### src/rtl/multi_timer.sv
// multi_timer: NUM_CH independent prescaled down-counters, one-shot or periodic,
// with sticky expiry flags and a channel-select count readback.
// Optional build macro MULTI_TIMER_IRQ_EN adds irq_mask input and registered timer_irq.

// One timer channel: IDLE/RUN control FSM plus count/prescale datapath.
module multi_timer_ch #(
    parameter int CNT_W = 32,
    parameter int PRE_W = 8
) (
    input  logic             clk,
    input  logic             rst,
    input  logic             load,
    input  logic             stop,
    input  logic             clr,
    input  logic [CNT_W-1:0] load_val,
    input  logic [PRE_W-1:0] load_pre,
    input  logic             load_per,
    output logic [CNT_W-1:0] count,
    output logic             running,
    output logic             flag
);
    typedef enum logic {IDLE = 1'b0, RUN = 1'b1} st_t;

    st_t              st, st_nxt;
    logic [CNT_W-1:0] reload;
    logic [PRE_W-1:0] pre_cnt, pre_val;
    logic             periodic;
    logic             load_nz, tick, expire;

    assign running = (st == RUN);
    assign load_nz = load && (load_val != '0);
    assign tick    = running && (pre_cnt == pre_val);
    assign expire  = tick && (count == CNT_W'(1));

    // State register.
    always_ff @(posedge clk or negedge rst) begin
        if (!rst) st <= IDLE;
        else      st <= st_nxt;
    end

    // Next state: load beats stop, stop beats a tick/expiry.
    always_comb begin
        st_nxt = st;
        if (load)                    st_nxt = load_nz ? RUN : IDLE;
        else if (stop)               st_nxt = IDLE;
        else if (expire && !periodic) st_nxt = IDLE;
    end

    // Count, reload and prescaler datapath.
    always_ff @(posedge clk or negedge rst) begin
        if (!rst) begin
            count    <= '0;
            reload   <= '0;
            pre_cnt  <= '0;
            pre_val  <= '0;
            periodic <= 1'b0;
        end else if (load) begin
            pre_cnt <= '0;
            if (load_nz) begin
                count    <= load_val;
                reload   <= load_val;
                pre_val  <= load_pre;
                periodic <= load_per;
            end else begin
                count <= '0;
            end
        end else if (!stop && running) begin
            if (tick) begin
                pre_cnt <= '0;
                if (expire)              count <= periodic ? reload : '0;
                else if (count != '0)    count <= count - CNT_W'(1);
            end else begin
                pre_cnt <= pre_cnt + PRE_W'(1);
            end
        end
    end

    // Sticky flag: a real expiry wins over a same-cycle clear.
    always_ff @(posedge clk or negedge rst) begin
        if (!rst)                          flag <= 1'b0;
        else if (expire && !load && !stop) flag <= 1'b1;
        else if (clr)                      flag <= 1'b0;
    end
endmodule

// Top: decodes set_ch onto the channel array and muxes the readback count.
module multi_timer #(
    parameter int NUM_CH = 4,
    parameter int CNT_W  = 32,
    parameter int PRE_W  = 8,
    parameter int CH_W   = (NUM_CH > 1) ? $clog2(NUM_CH) : 1
) (
    input  logic              clk,
    input  logic              rst,
    input  logic              set_timer,
    input  logic [CH_W-1:0]   set_ch,
    input  logic [CNT_W-1:0]  timer_set_val,
    input  logic [PRE_W-1:0]  set_prescale,
    input  logic              set_periodic,
    input  logic              stop_timer,
    input  logic [NUM_CH-1:0] clr_flag,
    input  logic [CH_W-1:0]   rd_ch,
`ifdef MULTI_TIMER_IRQ_EN
    input  logic [NUM_CH-1:0] irq_mask,
    output logic              timer_irq,
`endif
    output logic [NUM_CH-1:0] timer_is_high,
    output logic [NUM_CH-1:0] timer_running,
    output logic [CNT_W-1:0]  rd_cnt
);
    logic [NUM_CH-1:0][CNT_W-1:0] cnt;

    for (genvar g = 0; g < NUM_CH; g++) begin : g_ch
        // Out-of-range set_ch never matches any channel, so writes fall away.
        logic hit;
        assign hit = (set_ch == CH_W'(g));

        multi_timer_ch #(.CNT_W(CNT_W), .PRE_W(PRE_W)) u_ch (
            .clk      (clk),
            .rst      (rst),
            .load     (set_timer && hit),
            .stop     (stop_timer && hit),
            .clr      (clr_flag[g]),
            .load_val (timer_set_val),
            .load_pre (set_prescale),
            .load_per (set_periodic),
            .count    (cnt[g]),
            .running  (timer_running[g]),
            .flag     (timer_is_high[g])
        );
    end

    // Readback mux; unmatched (out-of-range) selects read 0.
    always_comb begin
        rd_cnt = '0;
        for (int i = 0; i < NUM_CH; i++)
            if (rd_ch == CH_W'(i)) rd_cnt = cnt[i];
    end

`ifdef MULTI_TIMER_IRQ_EN
    // Registered interrupt: one cycle behind the enabled flags.
    always_ff @(posedge clk or negedge rst) begin
        if (!rst) timer_irq <= 1'b0;
        else      timer_irq <= |(timer_is_high & irq_mask);
    end
`endif
endmodule

### config.mk
export PLATFORM = sky130hd
export DESIGN_NAME = multi_timer
export DESIGN_NICKNAME = d
export VERILOG_FILES = /design/src/rtl/multi_timer.sv
export SDC_FILE = /design/constraint.sdc
export NUM_CORES = 1
export LEC_CHECK = 0
export BUFFER_PORTS_ARGS = -buffer_cell sky130_fd_sc_hd__buf_2
export CORE_ASPECT_RATIO = 0.7
export CORE_MARGIN = 2
export CORE_UTILIZATION = 30
export DETAILED_ROUTE_END_ITERATION = 8
export SYNTH_ARGS = -nofsm -noshare
export SYNTH_HDL_FRONTEND = slang
export SYNTH_SLANG_ARGS = --single-unit
### constraint.sdc
create_clock -name clk -period 5.45 [get_ports clk]
set_clock_uncertainty 0.05 [all_clocks]
set_input_delay 0.2725 -clock clk [delete_from_list [all_inputs] [get_ports clk]]
set_output_delay 0.2725 -clock clk [all_outputs]
set_load 0.02 [all_outputs]
==> results.md, run 1 <==
* Status: complete, no violations
* # nets final at 2317
* Synth Area per Inst at 8.425 sq um
* Port bufs at 92
* PwrDens at 396.6 nW/um^2
* GRT Residual Overflow at 0
* Io pins at 93
* Critical path peak fanout at 68
* Arr. time, crit path at 4.22 ns
* Leakage at 9.199 nW
* Final hold vios at 0
* Largest net degree at the start of global routing at 141
* Number of synthesized flops with an enable pin at 0
* GR Util All Layers at 20.97%
* Critical path origin: g_ch[3].u_ch.count[8]$_DFFE_PN0P_
* Area grow syn2layout at 11.83%
* CTS H-Tree Depth at 2
* Seq/Total Area, Yosys at 43.73%
* Share of the cycle needed by the critical path after routing at 69.72%
* DRC at 0
* Reg2Reg Launch Point: g_ch[3].u_ch.count[8]$_DFFE_PN0P_
* Ratio of cells with drive above 1 in the final layout at 10.22%
* DR iter-0 viols at 2083
* PostCTS Resize Cnt at 0
* Gate Count Post-Synth at 2255
* Yosys reg bits at 332
* Max-cap violations at 0
* Worst EP required at 5.87 ns
* Type of origin of the critical path: flip-flop
* FMAX at 263.2 MHz
* Worst slew pin tran at 1.310 ns
* Total die area at 65390 sq um
* Postcts setup bufs at 0
* Initial antenna violation count at 11
* Detailed Routing Iterations Pass 1 at 5
* Chip width at 304.8 um
* Row count at 77
* CTS sink cnt at 332
* First-pass GRT wire length at 105400 um
* Via density at 5.583
* Final wirelength at 69590 um
* Syn. warnings at 0
* Maximum buffer depth of the clock tree at 3
* Setup Total Neg Slack at 0 ns
* Synth area leaders: dfrtp_1, nand2_1, mux4_2
* Final Wtd Congestion at 0.9671
* Final Critical Period at 3.800 ns
* Via count at 17.31k
* Placeable Area at 62910 sq um
* Critical path class: reg2reg
* Clock latency on the worst-skew pair at 0.55 ns
* Netlist cell types at 77
* CTS tree: yes
* Initial Util at 30.20%
* Synth Cell Area at 19000 sq um
* Final WS setup at 1.650 ns
* Worst slack, placed at 1.770 ns
* Hold_sp: set_prescale[7]
* Die height at 214.6 um
* Worst setup EP type: flip-flop
* Ys async rst share at 100.0%
* Min-delay worst type: in2reg
* Vias in the first global route at 16.26k
* Post-synth net total at 2320
* Ys flop type: dfrtp_1
* CTS Root Cell: clkbuf_16
* Max-slew violation total from the final report at 0
* Maximum vdd ir drop at 0.1944 mV
* Routed length per placed instance at 22.44 um
* Area share of the leading cell type in the synthesized netlist at 43.73%
* Total CTS buffers at 36
* Slew HR at 12.44%
* Area leader, netlist: dfrtp_1
* Antenna-violating nets left at 0
* DP HPWL at 49560 um
* RSZ-0062 raised after global routing: false
* Endpoints failing setup at 0
* Clk slew on worst S/H paths at 0.06 ns
-- synth_stat cells, drive strengths merged (5+ instances only) --
master / count
and4: 5
o21ai: 139
and2: 16
mux4: 32
or3: 26
a31oi: 60
nand3: 39
buf: 54
o211ai: 18
nand4: 19
dfrtp: 332
inv: 17
mux2i: 5
nor3: 59
or2: 9
a211oi: 9
a311oi: 13
nand2: 633
o22ai: 7
a221oi: 20
ha: 12
xor2: 69
a22o: 11
a21oi: 80
or4: 20
nor2b: 8
nor2: 181
clkbuf: 112
xnor2: 76
nor3b: 7
o31ai: 12
a22oi: 17
and3: 46
nor4: 44
-- logic make-up (layout without fill, tap and decap cells) --
kind of cell             after synthesis  count (layout)  share of synthesized area [%]
AO/OA/AOI/OAI                        414             414                          13.51
flip-flops                           332             332                          43.73
XOR/XNOR                             145             145                          6.684
buffers and inverters                183             199                          4.333
adder cells (fa/ha/maj)               12              12                         0.7902
AND/OR/NAND/NOR                     1132            1132                          26.88
other                                  0               1                              0
multiplexers                          37              37                          4.076
-- timing repair --
item / 4_1_cts / 5_1_grt
setup endpoints to repair: 0 / 0
hold endpoints to repair: 97 / 0
hold buffers: 12 / 0
-- where the power goes --
part	internal [mW]	total, mW	switching (mW)
sequential	2.99	3.96	0.969
clock	1.40	2.45	1.05
combinational	0.897	2.02	1.12
-- layer usage --
metal	part of all wire [%]	vias up	wire (um)	global-route usage [%]
met1	46	8471	32250	32.65
met3	13	89	8985	6.958
met2	39	929	26920	27.29
met4	2.0	4	1402	4.686
met5	0.034	-	24	0
li1	-	7821	-	-
-- cell usage in the layout (no fill, tap or decap), drive strengths merged, types with 26 or more instances in the layout --
cell type,synthesis,layout
buf,54,113
or3,26,26
nor3,59,59
nand2,633,633
nand3,39,39
a31oi,60,60
nor2,181,181
nor4,44,44
xor2,69,69
and3,46,46
mux4,32,32
dfrtp,332,332
clkbuf,112,49
o21ai,139,139
a21oi,80,80
xnor2,76,76
-- sequential cells by signal (all words and copies together), names as in the netlist --
name	count
g_ch.u_ch.count	128
g_ch.u_ch.pre_val	32
g_ch.u_ch.periodic	4
g_ch.u_ch.reload	128
g_ch.u_ch.pre_cnt	32
g_ch.u_ch.flag	4
g_ch.u_ch.running	4
-- worst paths after layout --
check                                                      end  slack [ns]  cells after the start
max                         g_ch[3].u_ch.count[15]$_DFFE_PN0P_        1.65                      7
min                        g_ch[2].u_ch.pre_val[7]$_DFFE_PN0P_        0.03                      3
max reg2reg                 g_ch[3].u_ch.count[15]$_DFFE_PN0P_        1.65                      7
min reg2reg                g_ch[2].u_ch.reload[25]$_DFFE_PN0P_        0.42                      2
max in group asynchronous    g_ch[0].u_ch.count[8]$_DFFE_PN0P_        3.62                      3
min in group asynchronous   g_ch[1].u_ch.count[12]$_DFFE_PN0P_        0.25                      2
-- critical path, cell delays in order, from the launching register on --
cell,delay (ns)
dfrtp_1,0.51
nor4_1,0.66
nand3_1,0.41
nor3b_1,0.37
and4_2,1.14
and3_1,0.28
o21ai_0,0.09
a31oi_1,0.19
-- area by class of cell --
class,instances,area [sq um]
Inverter,17,63.81
Tap cell,829,1037
Clock inverter,8,100.1
Fill cell,6465,41670
Sequential cell,332,8308
Timing Repair Buffer,125,773.2
Antenna cell,1,2.502
Multi-Input combinational cell,1740,9941
Clock buffer,49,1021
-- through the flow --
step | util (%) | power, mW | instance area [sq um] | hold slack [ns] | instances
finish | 33.77 | 8.425 | 21250 | 0.03186 | 3101
global route | 33.77 | 8.861 | 21250 | 0.02494 | 3101
CTS | 33.77 | 8.393 | 21240 | 0.002917 | 3100
detailed placement | 31.80 | 5.928 | 20000 | 0.2672 | 3031
global placement | 31.80 | 5.868 | 20000 | 0.2591 | 3031
floorplan | - | 5.012 | 19000 | -0.07309 | 2255
Note: power is estimated with default switching activity, not from simulation.
==> inputs of run 2 (changes only) <==
==> constraint.sdc (replaced) <==
create_clock -name clk -period 3.89 [get_ports clk]
set_clock_uncertainty 0.05 [all_clocks]
set_input_delay 0.1945 -clock clk [delete_from_list [all_inputs] [get_ports clk]]
set_output_delay 0.1945 -clock clk [all_outputs]
set_load 0.02 [all_outputs]
==> results.md, run 2 (synthesis gave the netlist of run 1 again) <==
* Status: complete, no violations
* Hold_sp: timer_set_val[24]
* Clk slew on worst S/H paths at 0.06 ns
* Commonest non-fill, non-tap cell in the layout: nand2_1
* Critical Path Slowest Stage Cell: nor4_1
* Detailed Routing Iterations Pass 1 at 6
* Total die area at 65390 sq um
* Port bufs at 92
* Vias in the first global route at 16.59k
* Routed length per placed instance at 22.74 um
* CTS sink cnt at 332
* Type of origin of the critical path: input pin
* Slew HR at 15.75%
* Min-delay worst type: in2reg
* Max-slew violation total from the final report at 0
* First-pass GRT wire length at 107700 um
* Crit path largest cell delay at 1.02 ns
* Via count at 17.70k
* Postcts setup bufs at 0
* Final hold vios at 0
* Leakage at 9.519 nW
* Largest regs: g_ch.u_ch.count (128), g_ch.u_ch.reload (128)
* Initial antenna violation count at 4
* Setup Total Neg Slack at 0 ns
* Endpoints failing setup at 0
* PwrDens at 555.5 nW/um^2
* Initial Util at 30.20%
* Final Critical Period at 3.876 ns
* Die height at 214.6 um
* Most frequent cells in the layout: nand2_1, dfrtp_1, nor2_1, o21ai_0, buf_2
* DR iter-0 viols at 2130
* Final WS setup at 0.01422 ns
* FMAX at 258.0 MHz
* Antenna-violating nets left at 0
* Via density at 5.598
* Placeable Area at 62910 sq um
* Ratio of cells with drive above 1 in the final layout at 11.75%
* Worst path cell trace: dlygate4sd3_1, buf_2, nor4_1, and4_1, nand2_1, nand2_1, buf_4, o21ai_0
* Most used cell along the critical path: nand2_1
* CTS Root Cell: clkbuf_16
* Worst slew pin tran at 1.264 ns
* Maximum buffer depth of the clock tree at 3
* RR Endpoint: g_ch[0].u_ch.count[11]$_DFFE_PN0P_
* Final Wtd Congestion at 0.9264
* Share of the cycle needed by the critical path after routing at 99.63%
* GRT Residual Overflow at 0
* Total CTS buffers at 35
* Critical path peak fanout at 40
* Row count at 77
* Io pins at 93
* Worst EP required at 4.23 ns
* DRC at 0
* Clock latency on the worst-skew pair at 0.55 ns
* GR Util All Layers at 21.52%
* Critical path class: in2reg
* Chip width at 304.8 um
* Reg-to-reg setup timing slack at 0.51 ns
* Worst setup EP type: flip-flop
* Max-cap violations at 0
* DP HPWL at 51640 um
* Maximum vdd ir drop at 0.3015 mV
* # nets final at 2372
* Reg2Reg Launch Point: g_ch[0].u_ch.count[26]$_DFFE_PN0P_
* Hold EP: g_ch[3].u_ch.reload[24]$_DFFE_PN0P_
* CTS H-Tree Depth at 2
* RSZ-0062 raised after global routing: false
* Largest net degree at the start of global routing at 116
* Final wirelength at 71910 um
* Worst slack, placed at 0.3033 ns
* Worst hold path stage count at 3
* Reg2Reg Depth at 8
* CTS tree: yes
* Arr. time, crit path at 4.22 ns
* Area grow syn2layout at 15.00%
[run 2: cell count changes in the layout (fill, tap and decap cells not counted)]
cell and delta:
clkinvlp_4 +1, dlygate4sd3_1 +21, buf_12 +1, clkinv_2 +3, diode_2 +1, clkbuf_16 -1, buf_4 +34, clkinv_8 +1
clkbuf_1 -3, inv_6 -1, bufinv_16 +4
[run 2: power by group]
| part | leakage, nW | switching (mW) | internal [mW] |
|---|---|---|---|
| Clock | 0.604 | 1.54 | 2.20 |
| Sequential | 4.05 | 1.34 | 4.19 |
| Combinational | 4.86 | 1.58 | 1.29 |
[run 2: area by class of cell]
cell class,count,area [sq um]
antenna,2,5.005
clock buffer,45,984.7
clock inverter,16,250.2
fill,6445,41060
inverter,17,63.81
multi-input combinational,1740,9941
sequential,332,8308
tap,829,1037
timing repair buffer,181,1259
[run 2: how the worst max path moves through the flow]
stage                                       from                                 end
2_1_floorplan  g_ch[2].u_ch.count[0]$_DFFE_PN0P_  g_ch[2].u_ch.count[29]$_DFFE_PN0P_
3_3_place_gp                   timer_set_val[28]    g_ch[3].u_ch.running$_DFFE_PN0P_
3_5_place_dp                   timer_set_val[28]    g_ch[3].u_ch.running$_DFFE_PN0P_
4_1_cts                        timer_set_val[28]    g_ch[3].u_ch.running$_DFFE_PN0P_
5_1_grt                        timer_set_val[28]    g_ch[3].u_ch.running$_DFFE_PN0P_
6_report                       timer_set_val[28]    g_ch[3].u_ch.running$_DFFE_PN0P_
[run 2: stage by stage]
stage / std cells / utilization, % / cell area [sq um] / hold WS, ns / total power [mW]
final: 3162 / 34.73 / 21850 / 0.01978 / 12.14
after global routing: 3160 / 34.72 / 21840 / 0.03874 / 12.75
after CTS: 3160 / 34.72 / 21840 / 0.0004541 / 12.10
after detailed placement: 3066 / 32.23 / 20280 / 0.3348 / 8.339
after global placement: 3066 / 32.23 / 20280 / 0.3241 / 8.248
after floorplan: 2255 / - / 19000 / -0.1511 / 7.022
[run 2: routing by layer]
layer	wire length [um]	GRT usage, %	vias up
li1	-	-	7943
met1	33640	34.19	8753
met2	27840	28.14	927
met3	9403	6.652	78
met4	1021	3.581	0
met5	0	0	-
[run 2: what timing repair did]
| item | 4_1_cts | 5_1_grt |
|---|---|---|
| endpoints found under the setup margin | 0 | 0 |
| hold buffers | 33 | 0 |
| endpoints found under the hold margin | 182 | 0 |
| gates resized for setup | 0 | 0 |
[run 2: critical path, delay by kind of cell]
family	cells	cell delay [ns]
AND/OR/NAND/NOR	4	2.54
buffers and inverters	3	1.27
AO/OA/AOI/OAI	1	0.18
==> inputs of run 3 (changes only) <==
--- a/config.mk
+++ b/config.mk
@@ -6,7 +6,7 @@
 export NUM_CORES = 1
 export LEC_CHECK = 0
 export BUFFER_PORTS_ARGS = -buffer_cell sky130_fd_sc_hd__buf_2
-export CORE_ASPECT_RATIO = 0.7
+export CORE_ASPECT_RATIO = 0.75
 export CORE_MARGIN = 2
 export CORE_UTILIZATION = 30
 export DETAILED_ROUTE_END_ITERATION = 8
==> results.md, run 3 (synthesis gave the netlist of run 1 again) <==
* Total CTS buffers at 38
* DP HPWL at 50220 um
* Critical Path Slowest Stage Cell: or4b_2
* Routed length per placed instance at 21.76 um
* Max-cap violations at 0
* Area grow syn2layout at 15.84%
* Die height at 221.9 um
* DR iter-0 viols at 2417
* PostCTS Resize Cnt at 0
* Row count at 79
* Io pins at 93
* Leakage at 9.609 nW
* Postcts setup bufs at 0
* Clock latency on the worst-skew pair at 0.56 ns
* Arr. time, crit path at 3.76 ns
* GR Util All Layers at 21.04%
* Worst path cell trace: inv_1, ha_1, or4b_2, nor4_4, nand2_1, a2111o_1, and2_2, nand2_1, o21ai_0
* Clk slew on worst S/H paths at 0.06 ns
* Reg2Reg Depth at 9
* Setup Total Neg Slack at 0 ns
* Worst hold slack at 0.03618 ns
* Via density at 5.513
* Reg-to-reg setup timing slack at 0.50 ns
* Final hold vios at 0
* RSZ-0062 raised after global routing: false
* Vias in the first global route at 16.46k
* Final Critical Period at 3.394 ns
* CTS tree: yes
* Maximum vdd ir drop at 0.2245 mV
* Worst EP required at 4.26 ns
* RR Endpoint: g_ch[2].u_ch.count[23]$_DFFE_PN0P_
* Via count at 17.66k
* Status: complete, no violations
* DRC at 0
* Worst slew pin tran at 0.9786 ns
* Initial Util at 30.46%
* Pwr Total at 12.12 mW
* Worst setup EP type: flip-flop
* Chip width at 294.6 um
* CTS sink cnt at 332
* Crit path largest cell delay at 0.70 ns
* CTS H-Tree Depth at 2
* Min-delay worst type: in2reg
* First-pass GRT wire length at 105600 um
* Port bufs at 92
* Reg2Reg Launch Point: g_ch[2].u_ch.count[0]$_DFFE_PN0P_
* FMAX at 294.6 MHz
* PwrDens at 550.6 nW/um^2
* Slew HR at 34.76%
* Final wirelength at 69700 um
* Total die area at 65380 sq um
* Maximum buffer depth of the clock tree at 3
* Hold_sp: timer_set_val[22]
* Type of origin of the critical path: flip-flop
* Most frequent cells in the layout: nand2_1, dfrtp_1, nor2_1, o21ai_0, buf_2
* Share of the cycle needed by the critical path after routing at 87.26%
* Hold EP: g_ch[2].u_ch.reload[22]$_DFFE_PN0P_
* Initial antenna violation count at 10
* Detailed Routing Iterations Pass 1 at 6
* Endpoints failing setup at 0
* Max-slew violation total from the final report at 0
* Placeable Area at 62370 sq um
* # nets final at 2387
* Critical path peak fanout at 53
* Largest net degree at the start of global routing at 106
* Final Wtd Congestion at 0.9185
* CTS Root Cell: clkbuf_16
* Antenna-violating nets left at 0
* Ratio of cells with drive above 1 in the final layout at 12.38%
* Worst hold path stage count at 3
* Most used cell along the critical path: nand2_1
* GRT Residual Overflow at 0
* Largest regs: g_ch.u_ch.count (128), g_ch.u_ch.reload (128)
* Critical path class: reg2reg
* Commonest non-fill, non-tap cell in the layout: nand2_1
run 3: changes by cell type in the layout (fill, tap and decap cells not counted):
| cell | delta |
|---|---|
| a21oi_2 | +1 |
| a21oi_4 | -1 |
| buf_4 | +11 |
| bufinv_16 | -3 |
| clkbuf_1 | +1 |
| clkbuf_16 | +2 |
| clkbuf_8 | +5 |
| clkinv_2 | +1 |
| clkinv_4 | +1 |
| clkinvlp_4 | -1 |
| diode_2 | +1 |
| dlygate4sd3_1 | +1 |
| inv_6 | +1 |
run 3: layout make-up:
class	instances	area, sq um
Fill cell	6449	40360
Inverter	17	63.81
Clock buffer	53	1107
Clock inverter	15	175.2
Multi-Input combinational cell	1740	9933
Timing Repair Buffer	193	1351
Tap cell	850	1064
Sequential cell	332	8308
Antenna cell	3	7.507
run 3: timing repair:
item / 4_1_cts / 5_1_grt
hold buffers: 34 / 0
setup endpoints to repair: 0 / 0
hold endpoints to repair: 201 / 0
run 3: worst max path at each step:
| stage | end | from | slack, ns | cells after the start |
|---|---|---|---|---|
| floorplan | g_ch[2].u_ch.count[29]$_DFFE_PN0P_ | g_ch[2].u_ch.count[0]$_DFFE_PN0P_ | 0.90 | 10 |
| global placement | g_ch[2].u_ch.count[29]$_DFFE_PN0P_ | g_ch[2].u_ch.count[0]$_DFFE_PN0P_ | 0.59 | 8 |
| detailed placement | g_ch[2].u_ch.count[17]$_DFFE_PN0P_ | g_ch[2].u_ch.count[0]$_DFFE_PN0P_ | 0.55 | 9 |
| CTS | g_ch[2].u_ch.count[17]$_DFFE_PN0P_ | g_ch[2].u_ch.count[0]$_DFFE_PN0P_ | 0.52 | 9 |
| global route | g_ch[2].u_ch.count[23]$_DFFE_PN0P_ | g_ch[2].u_ch.count[0]$_DFFE_PN0P_ | 0.29 | 9 |
| finish | g_ch[2].u_ch.count[23]$_DFFE_PN0P_ | g_ch[2].u_ch.count[0]$_DFFE_PN0P_ | 0.50 | 9 |
run 3: where the power goes:
group	total, mW	internal (mW)	leakage, nW	switching (mW)
Combinational	2.91	1.30	4.92	1.61
Sequential	5.46	4.20	4.05	1.27
Clock	3.74	2.19	0.636	1.55
Total	12.1	7.69	9.61	4.43
run 3: critical path, delay by kind of cell (launching register included):
kind	cells	cell delay, ns
fa+ha+maj	1	0.24
simple gates	5	1.90
compound gates	2	0.48
flops	1	0.48
buf+inv	1	0.10
run 3: routing by layer:
layer	GRT usage (%)	part of all wire (%)
met5	0	0.010
met4	3.390	1.3
met3	5.563	12
met2	28.34	40
met1	33.41	47
run 3: metrics by stage:
step           cells  worst slack (ns)  area, sq um  util [%]
5_1_grt         3200            0.2883        22000     35.28
4_1_cts         3200            0.5210        22000     35.28
3_5_place_dp    3098            0.5454        20380     32.67
3_3_place_gp    3098            0.5912        20380     32.67
6_report        3203            0.4957        22010     35.29
2_1_floorplan   2255            0.9031        19000         -
